==> src/rtl/coin_scheduler.sv <==
// Coin scheduler: gathers per-coin overlap hits each frame, commits them serially
// once per frame tick, keeps a saturating score and drives the shared spin phase.
module coin_scheduler #(
  parameter int NUM_COINS    = 8,
  parameter int SCORE_W      = 10,
  parameter int PHASE_FRAMES = 4
) (
  input  logic                 Clk,
  input  logic                 Reset,
  input  logic                 frame_clk,
  input  logic                 level_restart,
  input  logic [NUM_COINS-1:0] mario_hit,
  output logic [NUM_COINS-1:0] coin_alive,
  output logic [1:0]           coin_phase,
  output logic [SCORE_W-1:0]   score,
  output logic                 coin_event,
  output logic                 all_collected
);

  localparam int IDX_W = (NUM_COINS > 1) ? $clog2(NUM_COINS) : 1;
  localparam int FC_W  = (PHASE_FRAMES > 1) ? $clog2(PHASE_FRAMES) : 1;
  localparam logic [IDX_W-1:0] LAST_IDX = IDX_W'(NUM_COINS - 1);
  localparam logic [FC_W-1:0]  LAST_FC  = FC_W'(PHASE_FRAMES - 1);

  typedef enum logic {IDLE, SCAN} state_t;

  state_t                 state_q, state_d;
  logic                   sync_now_q, sync_prev_q;
  logic                   tick_q, tick_d;
  logic                   sticky_q, sticky_d;
  logic [NUM_COINS-1:0]   alive_q, alive_d;
  logic [NUM_COINS-1:0]   pending_q, pending_d;
  logic [NUM_COINS-1:0]   commit_q, commit_d;
  logic [IDX_W-1:0]       idx_q, idx_d;
  logic [FC_W-1:0]        frame_cnt_q, frame_cnt_d;
  logic [1:0]             phase_q, phase_d;
  logic [SCORE_W-1:0]     score_q, score_d;
  logic                   event_q, event_d;

  logic [NUM_COINS-1:0]   new_hits;
  logic [NUM_COINS-1:0]   sel;

  assign new_hits = mario_hit & alive_q;
  assign sel      = NUM_COINS'(1) << idx_q;
  assign tick_d   = sync_now_q & ~sync_prev_q;

  // State register
  always_ff @(posedge Clk) begin
    if (Reset) state_q <= IDLE;
    else       state_q <= state_d;
  end

  // Next-state logic
  always_comb begin
    state_d = state_q;
    if (level_restart) begin
      state_d = IDLE;
    end else begin
      case (state_q)
        IDLE:    if (tick_q || sticky_q) state_d = SCAN;
        SCAN:    if (idx_q == LAST_IDX)  state_d = IDLE;
        default: state_d = IDLE;
      endcase
    end
  end

  // Datapath next-state logic
  always_comb begin
    // NOTE: every target gets a default first, so no path can leave one unassigned and infer a latch.
    alive_d     = alive_q;
    pending_d   = pending_q | new_hits;
    commit_d    = commit_q;
    idx_d       = idx_q;
    sticky_d    = sticky_q;
    frame_cnt_d = frame_cnt_q;
    phase_d     = phase_q;
    score_d     = score_q;
    event_d     = 1'b0;

    if (tick_q) begin
      if (frame_cnt_q == LAST_FC) begin
        frame_cnt_d = '0;
        phase_d     = (phase_q == 2'd2) ? 2'd0 : phase_q + 2'd1;
      end else begin
        frame_cnt_d = frame_cnt_q + FC_W'(1);
      end
    end

    case (state_q)
      IDLE: begin
        if (tick_q || sticky_q) begin
          commit_d  = pending_q | new_hits;
          pending_d = '0;
          idx_d     = '0;
          sticky_d  = 1'b0;
        end
      end
      SCAN: begin
        if (tick_q) sticky_d = 1'b1;
        // Alive re-check: a coin already collected is never counted twice.
        if (|(commit_q & alive_q & sel)) begin
          alive_d = alive_q & ~sel;
          event_d = 1'b1;
          if (score_q != {SCORE_W{1'b1}}) score_d = score_q + SCORE_W'(1);
        end
        idx_d = idx_q + IDX_W'(1);
      end
      default: ;
    endcase

    if (level_restart) begin
      alive_d     = '1;
      pending_d   = '0;
      commit_d    = '0;
      idx_d       = '0;
      frame_cnt_d = '0;
      sticky_d    = 1'b0;
      phase_d     = 2'd0;
      event_d     = 1'b0;
    end
  end

  always_ff @(posedge Clk) begin
    if (Reset) begin
      sync_now_q  <= 1'b0;
      sync_prev_q <= 1'b0;
      tick_q      <= 1'b0;
      sticky_q    <= 1'b0;
      alive_q     <= '1;
      pending_q   <= '0;
      commit_q    <= '0;
      idx_q       <= '0;
      frame_cnt_q <= '0;
      phase_q     <= 2'd0;
      score_q     <= '0;
      event_q     <= 1'b0;
    end else begin
      sync_now_q  <= frame_clk;
      sync_prev_q <= sync_now_q;
      tick_q      <= tick_d;
      sticky_q    <= sticky_d;
      alive_q     <= alive_d;
      pending_q   <= pending_d;
      commit_q    <= commit_d;
      idx_q       <= idx_d;
      frame_cnt_q <= frame_cnt_d;
      phase_q     <= phase_d;
      score_q     <= score_d;
      event_q     <= event_d;
    end
  end

  // Output logic
  always_comb begin
    coin_alive    = alive_q;
    coin_phase    = phase_q;
    score         = score_q;
    coin_event    = event_q;
    all_collected = ~|alive_q;
  end

endmodule

==> config.mk <==
export PLATFORM = sky130hd
export DESIGN_NAME = coin_scheduler
export DESIGN_NICKNAME = d
export VERILOG_FILES = /design/src/rtl/coin_scheduler.sv
export SDC_FILE = /design/constraint.sdc
export NUM_CORES = 1
export LEC_CHECK = 0
export CAP_MARGIN = 5
export CORE_ASPECT_RATIO = 1.2
export CORE_MARGIN = 5
export CORE_UTILIZATION = 55
export CTS_CLUSTER_SIZE = 40
export DETAILED_ROUTE_END_ITERATION = 7
export PLACE_DENSITY = 0.81
export SYNTH_ARGS = -nofsm -noshare
export SYNTH_HDL_FRONTEND = slang
export SYNTH_SLANG_ARGS = --single-unit
==> constraint.sdc <==
create_clock -name Clk -period 3.1 [get_ports Clk]
set_input_delay 0.465 -clock Clk [delete_from_list [all_inputs] [get_ports Clk]]
set_output_delay 0.465 -clock Clk [all_outputs]
set_load 0.05 [all_outputs]
Word level (Yosys, flattened, before mapping):

Cells that the tools add are included.

* register bits after elaboration: 47
* input port bits: 12
* output and inout port bits: 22
* logic and storage cells: 57

* equality and inequality tests: 6
* multiplexer cells: 13
* shifts and indexed selects: 1
* add/subtract/negate cells: 4
* bitwise logic cells: 9
* reduce and logical (&&, ||, !) cells: 11

Operator list (count)
* 8-bit bitwise AND: 4
* 8-bit 2-to-1 mux: 2
* 8-bit OR reduction: 2
* 10-bit by 1-bit adder with 10-bit output, second input constant: 1
* 10-bit != test, second input constant: 1
* 8-bit NOT: 1
* 8-bit OR: 1
* 2-bit AND reduction: 4
* 1-bit by 3-bit << shifter with 8-bit output, first input constant: 1
* 3-bit one-hot mux with 2 select lines: 1
* 1-bit 2-to-1 mux: 5
* 2-bit by 1-bit adder with 2-bit output, second input constant: 2
* 2-bit equality test, second input constant: 2
* 2-bit 2-to-1 mux: 2
* 1-bit one-hot mux with 2 select lines: 2
* 3-bit by 1-bit adder with 3-bit output, second input constant: 1
* 3-bit equality test, second input constant: 1
* 3-bit 2-to-1 mux: 1
* 3-bit AND reduction: 1
* 3-bit OR reduction: 1
* 2-bit by 1-bit != test with 1-bit output, second input constant: 1
* 2-bit != test, second input constant: 1
* 1-bit NOT: 2
* 2-bit OR reduction: 1
* 3 further kinds: 3

Logic depth before layout (Yosys ltp):

* word-level depth: 4
* depth in mapped cells: 9
* mapped depth without buffers: 7

Least setup slack after synthesis:

OpenSTA, ideal clock, no wires.

* path type: flip-flop to output port
* start point: reg alive_q[3] (netlist: coin_alive[3])
* end point: out all_collected
* cell stages (with the launch flop): 3
* slack: 0.910 ns
* data arrival time: 1.725 ns
* required time: 2.635 ns
* cell sequence: dfxtp_1 > or4_1 > nor2_1

* longest elaborated chain between the ends: 2

Ends and longest elaborated chain
* start, declared: line 31 `logic [NUM_COINS-1:0] alive_q, alive_d;`
* start signal, assigned: line 142 `alive_q <= alive_d;`
* 8-bit OR reduction: line 159 `all_collected = ~|alive_q;`
* 1-bit zero test: line 159
* end, declared: line 17 `output logic all_collected`

Every way passes these cells.

Worst setup path after layout:

* start point: reg alive_q[7] (netlist: coin_alive[7])
* end point: out all_collected

Same word-level chain as after synthesis.

==> flow_metrics.tcl <==
set metrics [dict create \
    outcome "completed" \
    fp.dieH_um 75.2 \
    critPathRequiredTime_ns 2.63 \
    fin_ws_ns 0.549 \
    core_area_um2 3400 \
    slowest_delay_ns 0.81 \
    cts_tree "yes" \
    die_x_um 64.4 \
    synth_nets 239 \
    port_buffers 33 \
    start_util 0.574 \
    grt_antenna_before_repair 0 \
    synth-seq-cells 47 \
    vias_per_cell 5.70 \
    arrival_ns 2.09 \
    power_per_cell_area_nw_per_um2 454 \
    fin_util 0.709 \
    finalNonFillerCells 291 \
    seq_area_frac_synth 0.482 \
    place_congestion 0.835 \
    reg2reg_to "score[1]" \
    setup_tns_ns 0 \
    min_path_type "register to register" \
    dpl_worst_slack_ns 0.801 \
    fillers 272 \
    cts_resized 0 \
    timing.fmax_ghz 0.392 \
    cp.depth 3 \
    worstSkewPairLatency_ns 0.30 \
    io_pins 34 \
    cp_max_fo 5 \
    drc 0 \
    ant_nets 0 \
    grt_max_degree 19 \
    worst_slew_pin_slew_ns 1.05 \
    yosysUniqueCellTypes 34 \
    finalSetupViolCount 0 \
    h-tree-depth 2 \
    drv_slew 0 \
    synth_cells 219 \
    crit_path_start "coin_alive[7]" \
    syn_area_per_cell_um2 8.91 \
    syn2layout_area_growth_pct 23.3 \
    dp_hpwl_um 2990 \
    overflow 0 \
    yosysWarnings 0 \
    slew_headroom 0.300 \
    cts_buffers 5 \
    crit_end "all_collected" \
    drtPass1Iterations 4 \
    hold_slack_ns 0.389 \
    vias 1658 \
    clkSinkCount 47 \
    slowest_stage "clkdlybuf4s50_1" \
    clock_path_buffers 2 \
    ys_top_cells_by_area "dfxtp_1 48%, nor2_1 6.0%, ha_1 5.1%" \
    path_clk_slew_ns 0.08 \
    path_buf_inv 1 \
    hold_viol 0 \
    die-area_um2 4840 \
    start_kind "register" \
    multiInputGateArea_um2 926 \
    root_buffer "clkbuf_8" \
    post-route-period-util 0.823 \
    finalInstanceArea_um2 2410 \
    ff2ff_path_depth 8 \
    end_kind "output port" \
    max-cap-violations 0 \
    setup.worst_path.class "register to output port" \
    wl_um 4180 \
    dpl_cell_area_um2 2300 \
    drive_above_1_share 0.0709 \
    critical_path.cell_chain "or4_1 -> nor2_1 -> clkdlybuf4s50_1" \
    cts_hold_buf 0 \
    detail_route.wl_per_cell_um 14.4 \
    post-synth-top-area-cell "dfxtp_1" \
    peakVddDrop_v 0.000294 \
    place_inst 284 \
    yosys.area.top_type_share 0.482 \
    rsz0062_at_grt "false" \
    power_leakage_nw 0.858 \
    cts_setup_buffers 0 \
    grt_pass1_vias 1563 \
    grt_pass1_wl_um 6970 \
    insertedDiodeCount 0 \
    reg2reg_slack_ns 0.79 \
    hold_path_startpoint "sync_prev_q" \
    syn_area_um2 1950 \
    nets 274 \
    grt_use_total 0.189 \
    cp_top_family "buffers and inverters" \
    final-seq-area_um2 941 \
    finalClockSkew_ns 0.00810 \
    finalCriticalPeriod_ns 2.55 \
    total_power_mw 1.09 \
    timing.rr.start "idx_q[2]" \
    rows 23 \
    dr.first_iter.drc_count 143 \
]
-- flip-flops by register name, indices dropped and copies added (netlist names) --
| signal | cells |
|---|---|
| tick_q | 1 |
| frame_cnt_q | 2 |
| coin_alive | 8 |
| commit_q | 8 |
| sync_prev_q | 1 |
| coin_event | 1 |
| idx_q | 3 |
| coin_phase | 2 |
| sticky_q | 1 |
| state_q | 1 |
| pending_q | 8 |
| score | 10 |
| sync_now_q | 1 |
-- synthesized netlist by cell type --
| cell type | number |
|---|---|
| o21ai_1 | 8 |
| o21ai_0 | 4 |
| nor3b_1 | 1 |
| nand4_1 | 6 |
| or3b_2 | 1 |
| o31ai_1 | 4 |
| nand2_1 | 24 |
| nand4b_1 | 3 |
| mux2_1 | 2 |
| nor4_1 | 3 |
| nor2b_1 | 5 |
| mux2_2 | 1 |
| a211oi_1 | 9 |
| nor2_1 | 31 |
| buf_4 | 1 |
| clkbuf_1 | 5 |
| a21oi_1 | 19 |
| dfxtp_1 | 47 |
| or2_2 | 2 |
| a211oi_2 | 1 |
| nor3_1 | 3 |
| buf_6 | 2 |
| ha_1 | 8 |
| nand2_2 | 1 |
| and3_1 | 1 |
| or4_1 | 5 |
| nand3_1 | 5 |
| o41ai_4 | 1 |
| buf_2 | 1 |
| inv_1 | 8 |
| nor4_2 | 1 |
| mux2i_1 | 2 |
| or3_1 | 3 |
| o31a_1 | 1 |
-- kinds of logic after synthesis --
family,after synthesis,share of synthesized area
AOI/OAI and AO/OA,47,0.155
adders and majority gates,8,0.0513
buffers and inverters,17,0.0430
DFF,47,0.482
muxes,5,0.0276
and+or+nand+nor,95,0.241
-- report_power, final --
part | total (mW) | switching [mW] | leakage [nW] | internal, mW
clock network | 0.424 | 0.188 | 0.0513 | 0.236
logic | 0.0508 | 0.0266 | 0.425 | 0.0242
registers | 0.618 | 0.00529 | 0.381 | 0.613
-- layout make-up --
cell class | count | area share
Sequential cell | 47 | 0.391
Multi-Input combinational cell | 155 | 0.385
Timing Repair Buffer | 37 | 0.150
Clock buffer | 6 | 0.0302
Tap cell | 37 | 0.0192
Clock inverter | 1 | 0.0125
Inverter | 8 | 0.0125
-- cell usage in the layout (no fill, tap or decap) --
| cell | netlist | final |
|---|---|---|
| ha_1 | 8 | 8 |
| a21oi_1 | 19 | 19 |
| o21ai_1 | 8 | 8 |
| and3_1 | 1 | 1 |
| nor3b_1 | 1 | 1 |
| clkdlybuf4s50_1 | 0 | 33 |
| a211oi_2 | 1 | 1 |
| or3_1 | 3 | 3 |
| bufinv_16 | 0 | 1 |
| or3b_2 | 1 | 1 |
| o41ai_4 | 1 | 1 |
| nand4_1 | 6 | 6 |
| clkbuf_1 | 5 | 1 |
| nor4_2 | 1 | 1 |
| dfxtp_1 | 47 | 47 |
| nand4b_1 | 3 | 3 |
| mux2_1 | 2 | 2 |
| o31a_1 | 1 | 1 |
| a211oi_1 | 9 | 9 |
| mux2_2 | 1 | 1 |
| buf_4 | 1 | 4 |
| nor4_1 | 3 | 3 |
| nand2_2 | 1 | 1 |
| nor3_1 | 3 | 3 |
| nand3_1 | 5 | 5 |
| inv_1 | 8 | 8 |
| nand2_1 | 24 | 24 |
| clkbuf_8 | 0 | 5 |
| o21ai_0 | 4 | 4 |
| nor2_1 | 31 | 31 |
| nor2b_1 | 5 | 5 |
| or4_1 | 5 | 5 |
| o31ai_1 | 4 | 4 |
| or2_2 | 2 | 2 |
| mux2i_1 | 2 | 2 |
-- per-layer routing --
layer / vias up / wire, um / track usage
met5: - / 0 / 0
met4: 0 / 88 / 0.0939
met3: 11 / 234 / 0.0433
met2: 51 / 2130 / 0.336
met1: 753 / 1730 / 0.214
li1: 843 / - / -
-- worst min path at each step --
stage / end / cells after the start
final: tick_q / 1
after global routing: tick_q / 1
after CTS: tick_q / 1
after detailed placement: tick_q / 1
after global placement: tick_q / 1
after floorplan: tick_q / 1
No activity file was read; power rests on OpenSTA's default activity.
